File: src/rtl/background_layer_mux_pkg.sv
// Shared constants and types for the background layer mux.
package bg_mux_pkg;

  localparam int LAYER_BOOM = 0;
  localparam int LAYER_ICE  = 1;

  localparam logic [7:0] TRANSPARENT_RGB = 8'hFF;

  typedef enum logic [1:0] {
    OFF,
    HOLD,
    ON
  } layer_state_t;

endpackage

File: src/rtl/background_layer_mux_if.sv
// Pixel/enable bus between the background generators and the layer mux.
interface background_layer_mux_if #(
  parameter int NUM_LAYERS = 3,
  parameter int RGB_W      = 8
);
  logic                          startOfFrame;
  logic [RGB_W-1:0]              BasicBackgroundRGB;
  logic [NUM_LAYERS*RGB_W-1:0]   layerRGB;
  logic [NUM_LAYERS-1:0]         layerDrawingRequest;
  logic [NUM_LAYERS-1:0]         layerEnableReq;
  logic [RGB_W-1:0]              backGroundRGB;
  logic [$clog2(NUM_LAYERS+1)-1:0] activeLayer;
  logic [NUM_LAYERS-1:0]         layerEnabled;

  modport master (
    output startOfFrame, BasicBackgroundRGB, layerRGB, layerDrawingRequest, layerEnableReq,
    input  backGroundRGB, activeLayer, layerEnabled
  );

  modport slave (
    input  startOfFrame, BasicBackgroundRGB, layerRGB, layerDrawingRequest, layerEnableReq,
    output backGroundRGB, activeLayer, layerEnabled
  );
endinterface

File: src/rtl/bg_layer_gate.sv
// Frame-synchronised enable for one layer; minimum on-time counter built only
// when BG_MUX_HOLD_EN is defined.
//   state | meaning
//   OFF   | layer disabled
//   HOLD  | enabled, minimum on-time still running (cnt > 0)
//   ON    | enabled, follows the request at each frame start
module bg_layer_gate
  import bg_mux_pkg::*;
`ifdef BG_MUX_HOLD_EN
#(
  parameter int HOLD_FRAMES = 4
)
`endif
(
  input  logic clk,
  input  logic resetN,
  input  logic sof,
  input  logic req,
  output logic en
);

  layer_state_t state;

`ifdef BG_MUX_HOLD_EN
  localparam int CNT_W = (HOLD_FRAMES > 0) ? $clog2(HOLD_FRAMES + 1) : 1;
  localparam logic [CNT_W-1:0] LOAD = (HOLD_FRAMES > 1) ? CNT_W'(HOLD_FRAMES - 1) : '0;

  logic [CNT_W-1:0] cnt;

  always_ff @(posedge clk or negedge resetN) begin
    if (!resetN) begin
      state <= OFF;
      cnt   <= '0;
    end else if (sof) begin
      case (state)
        OFF: if (req) begin
          cnt   <= LOAD;
          state <= (LOAD != '0) ? HOLD : ON;
        end
        HOLD: begin
          cnt <= cnt - CNT_W'(1);
          if (cnt == CNT_W'(1)) state <= ON;
        end
        ON:      if (!req) state <= OFF;
        default: state <= OFF;
      endcase
    end
  end
`else
  always_ff @(posedge clk or negedge resetN) begin
    if (!resetN)  state <= OFF;
    else if (sof) state <= req ? ON : OFF;
  end
`endif

  assign en = (state != OFF);

endmodule

File: src/rtl/background_layer_mux.sv
// Registered priority selector of effect layers over the basic background.
// Optional per-layer minimum on-time: define BG_MUX_HOLD_EN.
module background_layer_mux
  import bg_mux_pkg::*;
#(
  parameter int               NUM_LAYERS  = 3,
  parameter int               RGB_W       = 8,
  parameter logic [RGB_W-1:0] TRANSPARENT = RGB_W'(TRANSPARENT_RGB),
  parameter int               HOLD_FRAMES = 4
) (
  input logic                   clk,
  input logic                   resetN,
  background_layer_mux_if.slave bus
);

  localparam int IDX_W = $clog2(NUM_LAYERS + 1);

  if (NUM_LAYERS < 1 || NUM_LAYERS > 8 || HOLD_FRAMES < 0 || HOLD_FRAMES > 255) begin : g_bad_param
    $error("background_layer_mux: NUM_LAYERS or HOLD_FRAMES out of range");
  end

  logic [NUM_LAYERS-1:0] en_q;
  logic [NUM_LAYERS-1:0] cand;
  logic [RGB_W-1:0]      sel_rgb;
  logic [IDX_W-1:0]      sel_idx;

  for (genvar g = 0; g < NUM_LAYERS; g++) begin : g_layer
`ifdef BG_MUX_HOLD_EN
    bg_layer_gate #(.HOLD_FRAMES(HOLD_FRAMES)) u_gate (
`else
    bg_layer_gate u_gate (
`endif
      .clk    (clk),
      .resetN (resetN),
      .sof    (bus.startOfFrame),
      .req    (bus.layerEnableReq[g]),
      .en     (en_q[g])
    );
  end

  always_comb begin
    cand = '0;
    for (int i = 0; i < NUM_LAYERS; i++)
      cand[i] = en_q[i] & bus.layerDrawingRequest[i]
              & (bus.layerRGB[i*RGB_W +: RGB_W] != TRANSPARENT);
  end

  // Scan from lowest priority up so the lowest-index candidate wins.
  always_comb begin
    sel_rgb = bus.BasicBackgroundRGB;
    sel_idx = IDX_W'(NUM_LAYERS);
    for (int i = NUM_LAYERS - 1; i >= 0; i--) begin
      if (cand[i]) begin
        sel_rgb = bus.layerRGB[i*RGB_W +: RGB_W];
        sel_idx = IDX_W'(i);
      end
    end
  end

  always_ff @(posedge clk or negedge resetN) begin
    if (!resetN) begin
      bus.backGroundRGB <= '0;
      bus.activeLayer   <= '0;
    end else begin
      bus.backGroundRGB <= sel_rgb;
      bus.activeLayer   <= sel_idx;
    end
  end

  assign bus.layerEnabled = en_q;

endmodule

File: src/flat_wrapper.sv
// flat-port wrapper written by rule: the top's interface ports become plain ports
module background_layer_mux_flat import bg_mux_pkg::*;
#(
  parameter int               NUM_LAYERS  = 3,
  parameter int               RGB_W       = 8,
  parameter logic [RGB_W-1:0] TRANSPARENT = RGB_W'(TRANSPARENT_RGB),
  parameter int               HOLD_FRAMES = 4
)
  (clk, resetN, bus_startOfFrame, bus_BasicBackgroundRGB, bus_layerRGB, bus_layerDrawingRequest, bus_layerEnableReq, bus_backGroundRGB, bus_activeLayer, bus_layerEnabled);
  background_layer_mux_if #(.NUM_LAYERS(NUM_LAYERS), .RGB_W(RGB_W)) bus_i ();
  input logic clk;
  input logic resetN;
  input wire logic [$bits(bus_i.startOfFrame)-1:0] bus_startOfFrame;
  input wire logic [$bits(bus_i.BasicBackgroundRGB)-1:0] bus_BasicBackgroundRGB;
  input wire logic [$bits(bus_i.layerRGB)-1:0] bus_layerRGB;
  input wire logic [$bits(bus_i.layerDrawingRequest)-1:0] bus_layerDrawingRequest;
  input wire logic [$bits(bus_i.layerEnableReq)-1:0] bus_layerEnableReq;
  output wire logic [$bits(bus_i.backGroundRGB)-1:0] bus_backGroundRGB;
  output wire logic [$bits(bus_i.activeLayer)-1:0] bus_activeLayer;
  output wire logic [$bits(bus_i.layerEnabled)-1:0] bus_layerEnabled;
  assign bus_i.startOfFrame = bus_startOfFrame;
  assign bus_i.BasicBackgroundRGB = bus_BasicBackgroundRGB;
  assign bus_i.layerRGB = bus_layerRGB;
  assign bus_i.layerDrawingRequest = bus_layerDrawingRequest;
  assign bus_i.layerEnableReq = bus_layerEnableReq;
  assign bus_backGroundRGB = bus_i.backGroundRGB;
  assign bus_activeLayer = bus_i.activeLayer;
  assign bus_layerEnabled = bus_i.layerEnabled;
  background_layer_mux #(.NUM_LAYERS(NUM_LAYERS), .RGB_W(RGB_W), .TRANSPARENT(TRANSPARENT), .HOLD_FRAMES(HOLD_FRAMES)) u_core (.clk(clk), .resetN(resetN), .bus(bus_i));
endmodule
File: config.mk
export PLATFORM = sky130hd
export DESIGN_NAME = background_layer_mux_flat
export DESIGN_NICKNAME = d
export VERILOG_FILES = /design/src/rtl/background_layer_mux_pkg.sv /design/src/rtl/background_layer_mux_if.sv /design/src/rtl/bg_layer_gate.sv /design/src/rtl/background_layer_mux.sv /design/src/flat_wrapper.sv
export SDC_FILE = /design/constraint.sdc
export NUM_CORES = 1
export LEC_CHECK = 0
export BUFFER_PORTS_ARGS = -buffer_cell sky130_fd_sc_hd__buf_2
export CAP_MARGIN = 15
export CORE_MARGIN = 1
export CORE_UTILIZATION = 38
export CTS_BUF_LIST = sky130_fd_sc_hd__clkbuf_4 sky130_fd_sc_hd__clkbuf_8
export CTS_CLUSTER_DIAMETER = 60
export CTS_CLUSTER_SIZE = 30
export DETAILED_ROUTE_END_ITERATION = 12
export HOLD_SLACK_MARGIN = 0.12
export PLACE_DENSITY = 0.82
export SLEW_MARGIN = 5
export SYNTH_ARGS = -nofsm -noshare
export SYNTH_HDL_FRONTEND = slang
export SYNTH_HIERARCHICAL = 1
export SYNTH_SLANG_ARGS = --single-unit
File: constraint.sdc
create_clock -name clk -period 1.65 [get_ports clk]
set_clock_uncertainty 0.1 [all_clocks]
set_input_delay 0.33 -clock clk [delete_from_list [all_inputs] [get_ports clk]]
set_output_delay 0.33 -clock clk [all_outputs]
set_load 0.02 [all_outputs]
==> metrics.csv, run 1 <==
metric,value,unit
period_share,88.0,%
syn_inst,86,
p_leak,0.619,nW
reg2reg_depth,5,
num_antenna_cells,0,
worstPathCellList,"nand2_1, o21bai_1, buf_4, o221a_1, o32a_1",
cts_hold_buf,1,
worst_hold_path_type,in2reg,
ant_nets,0,
worstPathArrival,1.51,ns
hold_end,u_core/g_layer[0].u_gate/state[1],
post_cts_buffers,0,
clock_latency,0.27,ns
ys_types,20,
finalWirelength,2.30,mm
clkSlewWorstSetupHoldPaths,0.08,ns
grt_pass1_wl,3.27,mm
gp_congestion,0.848,
cts_buffers,3,
crit_path_start_kind,flop,
rsz0062_at_grt,no,
synth-seq-area-share,40.9,%
cts_tree,yes,
grt_max_degree,14,
ios,54,
whs_path_depth,2,
htreeDepth,1,
synthesis.area,796,µm²
cpPeakStageDelay,0.36,ns
avgRoutedWirePerCell,13.0,µm
rrSetupSlack,0.20,ns
cts_sinks,13,
path_class,reg2reg,
period_minus_slack,1.45,ns
worstSetupEndpointType,flop,
crit_slowest_cell,dfrtp_1,
clk_path_buf_depth,2,
synthesis.nets,127,
finalNetCount,192,
drcViolationCount,0,
fillers,175,
final_common_cell,buf_2,
overflow,0,
slew_violations,0,
die_w,47.8,µm
finalSetupViolations,0,
synth_top_area_share,40.9,%
fp.dieH,47.8,µm
r2r-start,u_core/g_layer[1].u_gate/state[1],
timing.setup.tns,0,ns
ys.warnings.count,6,
port_buffers,53,
viasPerCell,5.25,
clockRootBuffer,clkbuf_4,
drtIter0Drc,38,
drtPass1Iterations,4,
maxCapViolCount,0,
holdWs,0.181,ns
core_area,1960,µm²
cpLargestDelayFamily,compound AO/OA/AOI/OAI gates,
hpwl,1.82,mm
syn2layout_area_growth,48.9,%
reg2reg_to,u_core/bus.backGroundRGB[5],
grt_pass1_vias,793,
drive_gt1_share,46.7,%
worstMarginPinSlew,0.282,ns
path_max_fanout,10,
slew_headroom,81.2,%
initial_core_util,40.6,%
power_density,755,nW/µm²
min_from,bus_layerEnableReq[0],
synth_seq_cells,13,
avgSynthCellArea,9.25,µm²
crit_buf_inv,1,
synth_area_leaders,"dfrtp_1 41%, mux2i_1 8.8%, nor2_1 8.5%",
grt_usage,20.5,%
hold_violations,0,
rows,16,
vias,929,
fmax,0.689,GHz
crit_required,1.71,ns
fin_util,60.4,%
die_area,2280,µm²
status,"complete, no violations",
power.total,0.000895,W
cts_resized,0,
layout_common_cells,"53 x buf_2, 18 x nor2_1, 13 x dfrtp_1",
antenna_found_initial,0,
vdd_ir_drop_max,0.369,mV
synth_top_area_cell,dfrtp_1,
[how the worst max path moves through the flow]
stage,startpoint,end,cells after the start,slack [ns]
6_report,u_core/g_layer[1].u_gate/state[1],u_core/bus.backGroundRGB[5],5,0.20
2_1_floorplan,u_core/g_layer[1].u_gate/state[1],u_core/bus.backGroundRGB[5],4,0.05
4_1_cts,u_core/g_layer[1].u_gate/state[1],u_core/bus.backGroundRGB[5],5,0.20
3_5_place_dp,bus_layerRGB[21],u_core/bus.backGroundRGB[5],5,0.09
3_3_place_gp,bus_layerRGB[16],u_core/bus.backGroundRGB[5],5,0.11
5_1_grt,u_core/g_layer[1].u_gate/state[1],u_core/bus.backGroundRGB[5],5,0.15
[cell type report]
class,instances,area [µm²],area share [%]
inverter,1,3.75,0.317
timing repair buffer,61,328,27.7
clock buffer,4,30.0,2.53
tap,27,33.8,2.85
sequential,13,325,27.5
multi-input combinational,71,464,39.2
[metal layers]
layer  GRT usage, %  vias up  wire (µm)
met3           1.13        0        135
met4           9.44        0          0
met1           25.5      428        982
met5              0        -          0
li1               -      456          -
met2           36.2       45       1180
[registers in the layout (all words and copies together) (netlist names)]
register	cells
u_core/bus.backGroundRGB	8
u_core/g_layer.u_gate/state	3
u_core/bus.activeLayer	2
[synth_stat cells, drive strengths merged]
master and number:
nand2 3, nor2 18, nand3 7, buf 1, o21ai 7, nand4 4
o32a 1, nor3 7, a21oi 2, a22o 7, and4 2, dfrtp 13
inv 1, o21bai 1, o21ba 1, mux2 3, o221a 1, mux2i 7
[cells by family (layout without fill, tap and decap cells)]
logic type	after synthesis	in the layout	synth area share, %
compound gates	20	20	18.7
buf+inv	2	66	1.10
flops	13	13	40.9
mux	10	10	14.5
simple gates	41	41	24.8
[worst register-to-register path: cells and delay by family, from the launching register on]
kind	cells	cell delay, ns
compound gates	3	0.61
buf+inv	1	0.17
flops	1	0.36
simple gates	1	0.10
[power by group]
group	switching [W]	internal (W)
registers	0.0000144	0.000360
logic	0.000174	0.000142
clock network	0.0000941	0.000110
[through the flow]
stage | cell area (µm²) | cells | setup slack (ns)
after floorplan | 798 | 86 | 0.0472
after global placement | 1140 | 172 | 0.107
after detailed placement | 1140 | 172 | 0.0917
after CTS | 1180 | 177 | 0.197
after global routing | 1180 | 177 | 0.150
final | 1180 | 177 | 0.198
Power figures use the tool's default switching activity.
==> run 2: changes to the inputs <==
- CORE_MARGIN: 1 -> 2
==> run 2 against run 1 <==
Sequential share of layout area unchanged. Non-clock buffer count is the same. Combinational power is essentially flat. Sequential power about the same. Count of clock-buffer cells in the layout is the same. Clock power shrank 3%. Sequential cell count did not move. First-iteration DRC count shrank 37%.
==> metrics.csv, run 2 (synthesis gave the netlist of run 1 again) <==
metric,value,unit
htreeDepth,1,
cts_sinks,13,
hpwl,1.91,mm
fmax,0.670,GHz
die_area,2480,µm²
power_density,749,nW/µm²
period_minus_slack,1.49,ns
finalWirelength,2.26,mm
fp.dieH,49.8,µm
cts_buffers,3,
clockRootBuffer,clkbuf_4,
drive_gt1_share,46.7,%
path_max_fanout,6,
layout_common_cells,"53 x buf_2, 18 x nor2_1, 13 x dfrtp_1",
rsz0062_at_grt,no,
grt_pass1_wl,3.65,mm
clkPwrFrac,22.2,%
clk_path_buf_depth,2,
drcViolationCount,0,
grt_usage,18.7,%
regMostFlops,u_core/bus.backGroundRGB,
fin_util,60.4,%
ios,54,
die_w,49.8,µm
period_share,90.4,%
seq_area,325,µm²
crit_required,1.70,ns
slew_violations,0,
hold_violations,0,
drtIter0Drc,24,
clock_latency,0.26,ns
cts_tree,yes,
maxCapViolCount,0,
timing.setup.tns,0,ns
p_seq_share,42.1,%
multi_input_area,464,µm²
ant_nets,0,
p_leak,0.619,nW
combPwrFrac,35.7,%
num_antenna_cells,0,
swShare,31.0,%
port_buffers,53,
clkSlewWorstSetupHoldPaths,0.08,ns
dpl_worst_slack,0.0893,ns
viasPerCell,5.16,
largestRegisters,"u_core/bus.backGroundRGB x8, u_core/g_layer.u_gate/state x3, u_core/bus.activeLayer x2",
worstPathArrival,1.54,ns
slew_headroom,81.8,%
core_area,1960,µm²
overflow,0,
gr-usage-met3,3.03,%
antenna_found_initial,0,
final_common_cell,buf_2,
finalSetupViolations,0,
power.total,0.000887,W
worst_hold_path_type,in2reg,
place_inst,172,
drtPass1Iterations,4,
post_cts_buffers,0,
vdd_ir_drop_max,0.452,mV
syn2layout_area_growth,48.9,%
finalNetCount,192,
use_met2,34.7,%
rows,16,
vias,914,
status,"complete, no violations",
grtUsageMet1,22.0,%
worstMarginPinSlew,0.273,ns
grt_max_degree,14,
initial_core_util,40.6,%
path_class,reg2reg,
top_usage_layer,met2,
largest_reg_flops,8,
crit_path_start_kind,flop,
setup_ws,0.158,ns
avgRoutedWirePerCell,12.8,µm
fillers,169,
p_int,0.000612,W
grt_pass1_vias,880,
gp_congestion,0.874,
net-switching-power,0.000275,W
worstSetupEndpointType,flop,
stdcell_count,177,
==> run 2: cell counts in the layout (fill, tap and decap cells not counted) <==
No cell type changed its count.
==> run 2: cell type report <==
cell class | count | share of cell area [%]
clock buffer | 4 | 2.53
inverter | 1 | 0.317
multi-input combinational | 71 | 39.2
sequential | 13 | 27.5
tap | 27 | 2.85
timing repair buffer | 61 | 27.7
==> run 2: power groups by stage <==
stage          registers [W]  clock network [W]  logic (W)
2_1_floorplan       0.000436                  0   0.000109
3_3_place_gp        0.000379                  0   0.000308
3_5_place_dp        0.000380                  0   0.000314
4_1_cts             0.000374           0.000202   0.000316
5_1_grt             0.000377           0.000220   0.000344
6_report            0.000373           0.000197   0.000317
==> run 2: worst paths after layout <==
path,start,to,slack [ns],cells after the start
setup / recovery,u_core/g_layer[2].u_gate/state[1],u_core/bus.backGroundRGB[5],0.16,4
hold / removal,bus_layerEnableReq[1],u_core/g_layer[1].u_gate/state[1],0.20,2
setup reg to reg,u_core/g_layer[2].u_gate/state[1],u_core/bus.backGroundRGB[5],0.16,4
hold reg to reg,u_core/g_layer[1].u_gate/state[1],u_core/g_layer[1].u_gate/state[1],0.45,1
max in group asynchronous,resetN,u_core/bus.backGroundRGB[4],0.84,2
min in group asynchronous,resetN,u_core/g_layer[1].u_gate/state[1],0.39,2
==> run 2: what timing repair did <==
action,CTS,global route
endpoints found under the hold margin,13,0
setup endpoints to repair,0,0
gates resized for setup,0,0
hold buffers,1,0
==> run 2: worst max-delay path: stages (launching register included) <==
cell     delay (ns)
dfrtp_1        0.41
nand2_2        0.15
o21ba_1        0.18
o221a_1        0.22
o32a_1         0.32
==> run 2: stage by stage <==
stage	hold WS (ns)	area, µm²
2_1_floorplan	-0.0656	798
3_3_place_gp	0.120	1140
3_5_place_dp	0.122	1140
4_1_cts	0.191	1180
5_1_grt	0.195	1180
6_report	0.195	1180
==> run 2: layer usage <==
metal | routed length, µm | vias to the layer above
met4 | 8 | 0
met3 | 199 | 2
li1 | - | 453
met1 | 887 | 414
met2 | 1170 | 45
met5 | 0 | -
==> run 3: changes to the inputs <==
- CORE_ASPECT_RATIO: unset -> 1.4
- CORE_UTILIZATION: 38 -> 42
- PLACE_DENSITY: 0.82 -> 0.86
- clock period: 1.65 -> 1.5 ns (I/O delays scaled with it)
==> run 3 against run 2 <==
Core utilization is 11 points higher. Sequential power is 11% higher. Global-route usage is 4.5 points higher. Hold slack worse by 0.043 ns. Final cell count is 1.1% higher. Sequential share of layout area is 1.6 points lower. Largest power group unchanged.
==> metrics.csv, run 3 (synthesis gave the netlist of run 1 again) <==
metric,value,unit
worstPathArrival,1.50,ns
final_common_cell,buf_2,
seq_area,328,µm²
rrSetupSlack,0.07,ns
holdWs,0.152,ns
largestRegisters,"u_core/bus.backGroundRGB x8, u_core/g_layer.u_gate/state x3, u_core/bus.activeLayer x2",
power_density,806,nW/µm²
finalSetupViolations,0,
rows,18,
port_buffers,53,
fillers,132,
drcViolationCount,0,
clk_path_buf_depth,2,
drtIter0Drc,12,
drtPass1Iterations,4,
maxCapViolCount,0,
vias,972,
worstSetupEndpointType,flop,
worstMarginPinSlew,0.325,ns
rsz0062_at_grt,no,
gp_congestion,0.752,
p_leak,0.662,nW
clock_latency,0.28,ns
path_class,reg2reg,
slew_violations,0,
finalWirelength,2.26,mm
path_max_fanout,5,
slew_headroom,78.3,%
crit_end,u_core/bus.backGroundRGB[5],
largest_reg_flops,8,
finalNetCount,201,
num_antenna_cells,0,
grt_pass1_wl,3.71,mm
fmax,0.699,GHz
avgRoutedWirePerCell,12.6,µm
period_share,95.3,%
reg2reg_to,u_core/bus.backGroundRGB[5],
cts_sinks,13,
cts_tree,yes,
die_area,2260,µm²
grt_usage,23.1,%
vdd_ir_drop_max,0.476,mV
drive_gt1_share,53.5,%
worst_hold_path_type,in2reg,
crit_path_start_kind,flop,
overflow,0,
die_w,40.8,µm
htreeDepth,1,
cts_buffers,3,
ant_nets,0,
clockRootBuffer,clkbuf_4,
grt_pass1_vias,919,
antenna_found_initial,0,
status,"complete, no violations",
crit_required,1.57,ns
crit_path_start,u_core/g_layer[2].u_gate/state[1],
fp.dieH,55.5,µm
power.total,0.00102,W
period_minus_slack,1.43,ns
syn2layout_area_growth,59.3,%
r2r-start,u_core/g_layer[2].u_gate/state[1],
hpwl,1.92,mm
hold_violations,0,
multi_input_area,485,µm²
viasPerCell,5.43,
ios,54,
initial_core_util,44.7,%
clkSlewWorstSetupHoldPaths,0.07,ns
reg2reg_depth,4,
layout_common_cells,"53 x buf_2, 18 x nor2_1, 16 x buf_4, 11 x dfrtp_1",
grt_max_degree,14,
regMostFlops,u_core/bus.backGroundRGB,
core_area,1780,µm²
run 3: changes by cell type in the layout (fill, tap and decap cells not counted):
cell	before	now
dfrtp_1	13	11
mux2i_2	0	1
o21bai_2	0	1
buf_4	7	16
nand2_1	2	1
o21ai_0	7	6
o21bai_1	1	0
o21ai_1	0	1
dfrtp_2	0	2
o21ba_4	0	1
mux2i_1	7	6
o21ba_1	1	0
nand2_4	0	1
run 3: metal layers:
layer	global-route usage (%)	up-vias	part of all wire (%)
li1	-	473	-
met1	25.5	443	35
met2	38.8	49	55
met3	3.61	7	7.6
met4	11.9	0	3.0
met5	0	-	0
run 3: worst min path at each step:
stage                           from                           endpoint  slack, ns  cells past startpoint
2_1_floorplan                 resetN          u_core/bus.activeLayer[0]       -0.1                      0
3_3_place_gp                  resetN        u_core/bus.backGroundRGB[4]       0.09                      1
3_5_place_dp                  resetN          u_core/bus.activeLayer[0]       0.09                      1
4_1_cts        bus_layerEnableReq[2]  u_core/g_layer[2].u_gate/state[1]       0.15                      2
5_1_grt        bus_layerEnableReq[2]  u_core/g_layer[2].u_gate/state[1]       0.15                      2
6_report       bus_layerEnableReq[2]  u_core/g_layer[2].u_gate/state[1]       0.15                      2
run 3: repair_timing:
item,4_1_cts,5_1_grt
setup buffers,0,3
endpoints found under the hold margin,13,0
hold buffers,1,0
gates resized for setup,0,2
endpoints found under the setup margin,0,2
run 3: worst max-delay path, stage by stage (launching register included):
cell and delay [ns]:
dfrtp_2 0.43, nand2_4 0.10, o21ba_4 0.16, o221a_1 0.20, o32a_1 0.32
run 3: power breakdown:
part | switching (W) | total (W) | internal (W)
Sequential | 0.0000163 | 0.000413 | 0.000397
Clock | 0.000112 | 0.000234 | 0.000122
Combinational | 0.000196 | 0.000375 | 0.000179
run 3: final cells by class:
| class | instances | share of cell area [%] |
|---|---|---|
| Multi-Input combinational cell | 71 | 38.3 |
| Timing Repair Buffer | 70 | 31.2 |
| Sequential cell | 13 | 25.9 |
| Clock buffer | 4 | 2.37 |
| Tap cell | 20 | 1.97 |
| Inverter | 1 | 0.296 |
run 3: through the flow:
step,utilization (%),TNS [ns],cells,cell area [µm²],setup WS [ns]
2_1_floorplan,-,0,86,818,0.0126
3_3_place_gp,67.5,-0.0147,171,1200,-0.0147
3_5_place_dp,67.5,-0.0683,171,1200,-0.0683
4_1_cts,69.8,0,176,1240,0.0500
5_1_grt,71.2,0,179,1270,0.0184
6_report,71.2,0,179,1270,0.0698
